[config.mk]
export PLATFORM = sky130hd
export DESIGN_NAME = cpu_instruction_dumper
export DESIGN_NICKNAME = d
export VERILOG_FILES = /design/src/rtl/cpu_loader_pkg.sv /design/src/rtl/word_tx_serializer.sv /design/src/rtl/cpu_instruction_dumper.sv
export SDC_FILE = /design/constraint.sdc
export NUM_CORES = 1
export LEC_CHECK = 0
export ABC_AREA = 1
export BUFFER_PORTS_ARGS = -buffer_cell sky130_fd_sc_hd__buf_2
export CAP_MARGIN = 25
export CORE_MARGIN = 3
export CORE_UTILIZATION = 48
export CTS_CLUSTER_DIAMETER = 50
export CTS_CLUSTER_SIZE = 20
export DETAILED_ROUTE_END_ITERATION = 8
export GPL_ROUTABILITY_DRIVEN = 0
export GPL_TIMING_DRIVEN = 0
export PLACE_DENSITY_LB_ADDON = 0.1
export REMOVE_ABC_BUFFERS = 1
export SKIP_CTS_REPAIR_TIMING = 1
export SLEW_MARGIN = 20
export SYNTH_ARGS = -nofsm -noshare
export SYNTH_HDL_FRONTEND = slang
export SYNTH_SLANG_ARGS = --single-unit
export TNS_END_PERCENT = 10
[constraint.sdc]
create_clock -name clk -period 1.9 [get_ports clk]
set_input_delay 0.285 -clock clk [delete_from_list [all_inputs] [get_ports clk]]
set_output_delay 0.285 -clock clk [all_outputs]
set_load 0.03 [all_outputs]
[src/rtl/cpu_loader_pkg.sv]
// Shared definitions for the instruction loader and dumper: frame words, FSM states, iRAM width.
// The optional dump checksum is enabled with CPU_DUMP_CHECKSUM_EN.
package cpu_loader_pkg;

    localparam int unsigned IRAM_AW = 8;

    localparam logic [23:0] FRAME_START     = 24'hFF0000;
    localparam logic [23:0] FRAME_END_RESET = 24'hFFFF00;
    localparam logic [23:0] FRAME_END_KEEP  = 24'hFFF000;

    typedef enum logic [2:0] {
        StIdle,
        StStartFrame,
        StRead,
        StSend,
        StEndFrame,
        StCksum,
        StDone
    } dump_state_t;

    function automatic logic [7:0] word_xor(input logic [23:0] w);
        return w[7:0] ^ w[15:8] ^ w[23:16];
    endfunction

endpackage

[src/rtl/word_tx_serializer.sv]
// Loads a 24-bit word and emits it LSB-first over a valid/ready byte interface.
// single_byte sends only bits [7:0]; word_sent pulses on the final accepted byte.
module word_tx_serializer (
    input  logic        clk,
    input  logic        rst,
    input  logic        load,
    input  logic [23:0] word,
    input  logic        single_byte,
    input  logic        tx_ready,
    output logic        tx_valid,
    output logic [7:0]  tx_data,
    output logic        word_sent
);

    logic [23:0] word_q;
    logic [1:0]  left_q;
    logic        valid_q;
    logic        accept;

    assign accept    = valid_q & tx_ready;
    assign word_sent = accept & (left_q == 2'd0);
    assign tx_valid  = valid_q;
    assign tx_data   = word_q[7:0];

    // The owner only asserts load when idle or on the word_sent cycle.
    always_ff @(posedge clk) begin
        if (rst) begin
            word_q  <= 24'h000000;
            left_q  <= 2'd0;
            valid_q <= 1'b0;
        end else if (load) begin
            word_q  <= word;
            left_q  <= single_byte ? 2'd0 : 2'd2;
            valid_q <= 1'b1;
        end else if (accept) begin
            if (left_q == 2'd0) begin
                valid_q <= 1'b0;
            end else begin
                word_q <= {8'h00, word_q[23:8]};
                left_q <= left_q - 2'd1;
            end
        end
    end

endmodule

[src/rtl/cpu_instruction_dumper.sv]
// Reads iRAM words 0..len-1 from a halted CPU and streams them framed to uart_tx for replay.
// Define CPU_DUMP_CHECKSUM_EN to append an XOR byte of the payload after the end frame.
module cpu_instruction_dumper
    import cpu_loader_pkg::*;
#(
    parameter int unsigned DEPTH = 256,
    localparam int unsigned LW   = $clog2(DEPTH + 1)
) (
    input  logic               clk,
    input  logic               rst,
    input  logic               dump_start,
    input  logic [LW-1:0]      dump_len,
    input  logic               HALT_flag,
    input  logic [23:0]        iRAM_data_out,
    input  logic               data_ack,
    input  logic               tx_ready,
    output logic               iRAM_read_enable,
    output logic [IRAM_AW-1:0] extern_iRAM_addr,
    output logic [7:0]         tx_data,
    output logic               tx_valid,
    output logic               cpu_paused,
    output logic               busy,
    output logic               dump_done
);

    dump_state_t        state_q, state_d;
    logic [IRAM_AW-1:0] addr_q, addr_d;
    logic [LW-1:0]      rem_q, rem_d;
    logic               rd_en_q, rd_en_d;
    logic [23:0]        data_q, data_d;
    logic               loaded_q, loaded_d;
`ifdef CPU_DUMP_CHECKSUM_EN
    logic [7:0]         cksum_q, cksum_d;
`endif

    logic               ser_load;
    logic [23:0]        ser_word;
    logic               ser_single;
    logic               word_sent;

    word_tx_serializer u_ser (
        .clk         (clk),
        .rst         (rst),
        .load        (ser_load),
        .word        (ser_word),
        .single_byte (ser_single),
        .tx_ready    (tx_ready),
        .tx_valid    (tx_valid),
        .tx_data     (tx_data),
        .word_sent   (word_sent)
    );

    always_comb begin
        state_d    = state_q;
        addr_d     = addr_q;
        rem_d      = rem_q;
        rd_en_d    = rd_en_q;
        data_d     = data_q;
        loaded_d   = loaded_q;
        ser_load   = 1'b0;
        ser_word   = FRAME_START;
        ser_single = 1'b0;
`ifdef CPU_DUMP_CHECKSUM_EN
        cksum_d    = cksum_q;
`endif
        case (state_q)
            StIdle: begin
                if (dump_start && HALT_flag) begin
                    rem_d    = dump_len;
                    addr_d   = '0;
                    ser_load = 1'b1;
                    ser_word = FRAME_START;
                    state_d  = StStartFrame;
`ifdef CPU_DUMP_CHECKSUM_EN
                    cksum_d  = 8'h00;
`endif
                end
            end
            StStartFrame: begin
                if (word_sent) begin
                    if (rem_q == '0) begin
                        ser_load = 1'b1;
                        ser_word = FRAME_END_KEEP;
                        state_d  = StEndFrame;
                    end else begin
                        rd_en_d = 1'b1;
                        state_d = StRead;
                    end
                end
            end
            StRead: begin
                if (data_ack) begin
                    data_d   = iRAM_data_out;
                    rd_en_d  = 1'b0;
                    loaded_d = 1'b0;
                    state_d  = StSend;
                end
            end
            StSend: begin
                if (!loaded_q) begin
                    ser_load = 1'b1;
                    ser_word = data_q;
                    loaded_d = 1'b1;
`ifdef CPU_DUMP_CHECKSUM_EN
                    cksum_d  = cksum_q ^ word_xor(data_q);
`endif
                end else if (word_sent) begin
                    // With len=256 the address wraps to 0 on the same beat remaining hits 0.
                    addr_d   = addr_q + 1'b1;
                    rem_d    = rem_q - 1'b1;
                    loaded_d = 1'b0;
                    if (rem_q == LW'(1)) begin
                        ser_load = 1'b1;
                        ser_word = FRAME_END_KEEP;
                        state_d  = StEndFrame;
                    end else begin
                        rd_en_d = 1'b1;
                        state_d = StRead;
                    end
                end
            end
            StEndFrame: begin
                if (word_sent) begin
`ifdef CPU_DUMP_CHECKSUM_EN
                    ser_load   = 1'b1;
                    ser_word   = {16'h0000, cksum_q};
                    ser_single = 1'b1;
                    state_d    = StCksum;
`else
                    state_d    = StDone;
`endif
                end
            end
`ifdef CPU_DUMP_CHECKSUM_EN
            StCksum: begin
                if (word_sent) begin
                    state_d = StDone;
                end
            end
`endif
            StDone: begin
                state_d = StIdle;
            end
            default: begin
                state_d = StIdle;
            end
        endcase
    end

    always_ff @(posedge clk) begin
        if (rst) begin
            state_q  <= StIdle;
            addr_q   <= '0;
            rem_q    <= '0;
            rd_en_q  <= 1'b0;
            data_q   <= 24'h000000;
            loaded_q <= 1'b0;
`ifdef CPU_DUMP_CHECKSUM_EN
            cksum_q  <= 8'h00;
`endif
        end else begin
            state_q  <= state_d;
            addr_q   <= addr_d;
            rem_q    <= rem_d;
            rd_en_q  <= rd_en_d;
            data_q   <= data_d;
            loaded_q <= loaded_d;
`ifdef CPU_DUMP_CHECKSUM_EN
            cksum_q  <= cksum_d;
`endif
        end
    end

    assign iRAM_read_enable = rd_en_q;
    assign extern_iRAM_addr = addr_q;
    assign busy             = (state_q != StIdle);
    assign dump_done        = (state_q == StDone);
    assign cpu_paused       = busy && !dump_done;

endmodule

==> results.py <==
metrics = {
    "global_routing": {
        "antenna_found_initial": 0,
        "grtUsageTotal": 0.204,
        "grt_pass1_wl_um": 14200,
        "grt-ovfl-total": 0,
        "grt_pass1_vias": 3088,
        "grt_max_degree": 44,
    },
    "drt": {
        "drt_pass1_iterations": 4,
        "drc": 0,
        "vias": 3398,
        "routed_via_density": 5.05,
        "wl_um": 8560,
        "antenna_left": 0,
        "post_drt_wl_per_cell_um": 12.7,
        "drt_iter0_drc": 146,
    },
    "critical_path": {
        "critPathLaunchType": "flop",
        "crit_chain": "inv_2, nand2_4, nor2_4, nand2_4, o21ai_4, inv_2, nand2_4, nor2_1, a21oi_1, a21oi_1",
        "cpPeakStageDelay_ns": 0.34,
        "critPathKind": "reg -> reg",
        "end_kind": "flop",
        "path_common_cell": "nand2_4",
        "critPathSlowestCell": "dfxtp_1",
        "cp.required_ns": 2.11,
        "cp_max_fo": 15,
        "cp.arrival_ns": 2.05,
        "r2r_cells": 10,
    },
    "synthesis": {
        "synth_area_mm2": 0.00358,
        "avgSynthCellArea_um2": 6.88,
        "post-synth-top-area-cell": "dfxtp_1",
        "synth_most_common_cell": "nor2_1",
        "ys_types": 38,
        "synthArstFlopShare": 0,
        "synth_top_area_share": 0.408,
        "ys_top_cells_by_area": "dfxtp_1 (41%), nor2_1 (12%), nand2_1 (9.7%), o21ai_0 (7.7%), inv_1 (4.2%)",
        "synth.yosys.seq_area_share": 0.408,
        "yosys_warnings": 0,
        "synth_cells": 521,
        "ys_seq_elements": 73,
        "synth_common_cells": "nor2_1 (119), nand2_1 (93), dfxtp_1 (73)",
        "synthFlopType": "dfxtp_1",
        "synth-edff-count": 0,
    },
    "cts": {
        "cts_sinks": 73,
        "root_buffer": "clkbuf_8",
        "insertion_delay_ns": 0.34,
        "clock_path_buffers": 2,
        "cts_tree": "built",
        "numCtsBuffers": 9,
        "clkTransAtPathRegs_ns": 0.08,
        "h-tree-depth": 3,
    },
    "die": {
        "initial_core_util": 0.511,
        "die_y_um": 92.4,
        "coreArea_mm2": 0.00702,
        "dieWidth_um": 92.4,
        "io_pins": 60,
        "dieArea_mm2": 0.00854,
        "fp-row-count": 30,
    },
    "layout": {
        "finalNonFillerCells": 673,
        "syn_to_final_growth_pct": 16.4,
        "n_antenna_cell": 0,
        "fin_area_mm2": 0.00417,
        "fin_util": 0.594,
        "drive_above_1_share": 0.213,
        "nNetsFinal": 615,
    },
    "pwr": {
        "powerDensity_mw_per_mm2": 1300,
        "power_mw": 5.41,
        "p_leak_nw": 1.94,
        "peakVddDrop_uv": 988,
    },
    "timing": {
        "clock_skew_ns": 0.00554,
        "fin_ws_ns": 0.0583,
        "hold_ws_ns": 0.160,
        "fin_crit_sh": 0.969,
        "rsz0062_at_grt": "yes",
        "slew_headroom": 0.560,
        "final-hold-violation-count": 0,
        "setup_viol": 0,
        "tns_ns": 0,
        "drv_slew": 0,
        "finalCriticalPeriod_ns": 1.84,
        "fmax_ghz": 0.543,
        "worstMarginPinSlew_ns": 0.659,
    },
    "placed_design": {
        "numPlacedInstances": 647,
        "portBuffers": 59,
        "dp_slack_ns": -0.353,
        "placed_cell_area_mm2": 0.00382,
        "dp_hpwl_um": 5500,
    },
    "worst_hold_path": {
        "holdPathStages": 3,
        "hp-class": "in -> reg",
    },
    "job": {
        "cap_viol_max_count": 0,
    },
    "status": {
        "status": "finished, final reports clean",
    },
}
==> path summary, 6_finish.rpt <==
check	from	end	slack, ns
worst max-delay path	state_q[2]	rem_q[6]	0.06
worst min-delay path	iRAM_data_out[7]	data_q[7]	0.16
worst max register to register	state_q[2]	rem_q[6]	0.06
worst min register to register	u_ser.word_q[20]	u_ser.word_q[20]	0.47
==> per-layer routing <==
metal | track usage | vias up | share of wire
met2 | 0.323 | 92 | 0.44
met3 | 0.0317 | 10 | 0.052
met4 | 0.0730 | 0 | 0.012
met5 | 0 | - | 0
met1 | 0.281 | 1539 | 0.49
li1 | - | 1757 | -
==> placed cells by master, fill, tap and decap left out, drive strengths merged <==
cell type and count:
and2 1, a21oi 28, and3 1, o21ai 56, o21bai 1, clkbuf 12, nand3 30, a31oi 5
a211o 1, nor3 4, nand2 100, a211oi 1, nor2 125, or2 2, clkinvlp 3, buf 69
ha 4, dfxtp 73, inv 45, a21o 1, o221ai 1, xor2 3, nand4 4, o21a 1
clkinv 3, o211ai 3
==> final cells by class <==
type                            count  area [um^2]
Fill cell                         713         2850
Multi-Input combinational cell    372         1820
Sequential cell                    73         1460
Timing Repair Buffer               69          387
Inverter                           47          186
Clock buffer                       12          165
Tap cell                           96          120
Clock inverter                      4         26.3
==> critical path, delay by kind of cell, from the launching register on <==
family	cells	cell delay, ns
AND/OR/NAND/NOR	5	0.82
flip-flops	1	0.34
AO/OA/AOI/OAI	3	0.33
buffers and inverters	2	0.23
==> cells by family (layout without fill, tap and decap cells) <==
family / count (synthesis) / after routing / share of synthesized area
flip-flops: 73 / 73 / 0.408
buffers and inverters: 77 / 132 / 0.102
AO/OA/AOI/OAI: 98 / 98 / 0.150
AND/OR/NAND/NOR: 266 / 267 / 0.319
adder cells (fa/ha/maj): 4 / 4 / 0.0140
XOR/XNOR: 3 / 3 / 0.00733
==> registers in the layout, summed over array words and instances (netlist names) <==
signal / count
state_q: 3
u_ser.word_q: 24
u_ser.tx_valid: 1
u_ser.left_q: 2
loaded_q: 1
iRAM_read_enable: 1
rem_q: 9
data_q: 24
extern_iRAM_addr: 8
==> report_power, final <==
| group | internal, mW | total, mW | switching (mW) |
|---|---|---|---|
| sequential | 1.82 | 2.03 | 0.209 |
| clock | 0.579 | 1.17 | 0.591 |
| combinational | 0.752 | 2.21 | 1.46 |
| total | 3.15 | 5.41 | 2.26 |
Note: power is estimated with default switching activity, not from simulation.
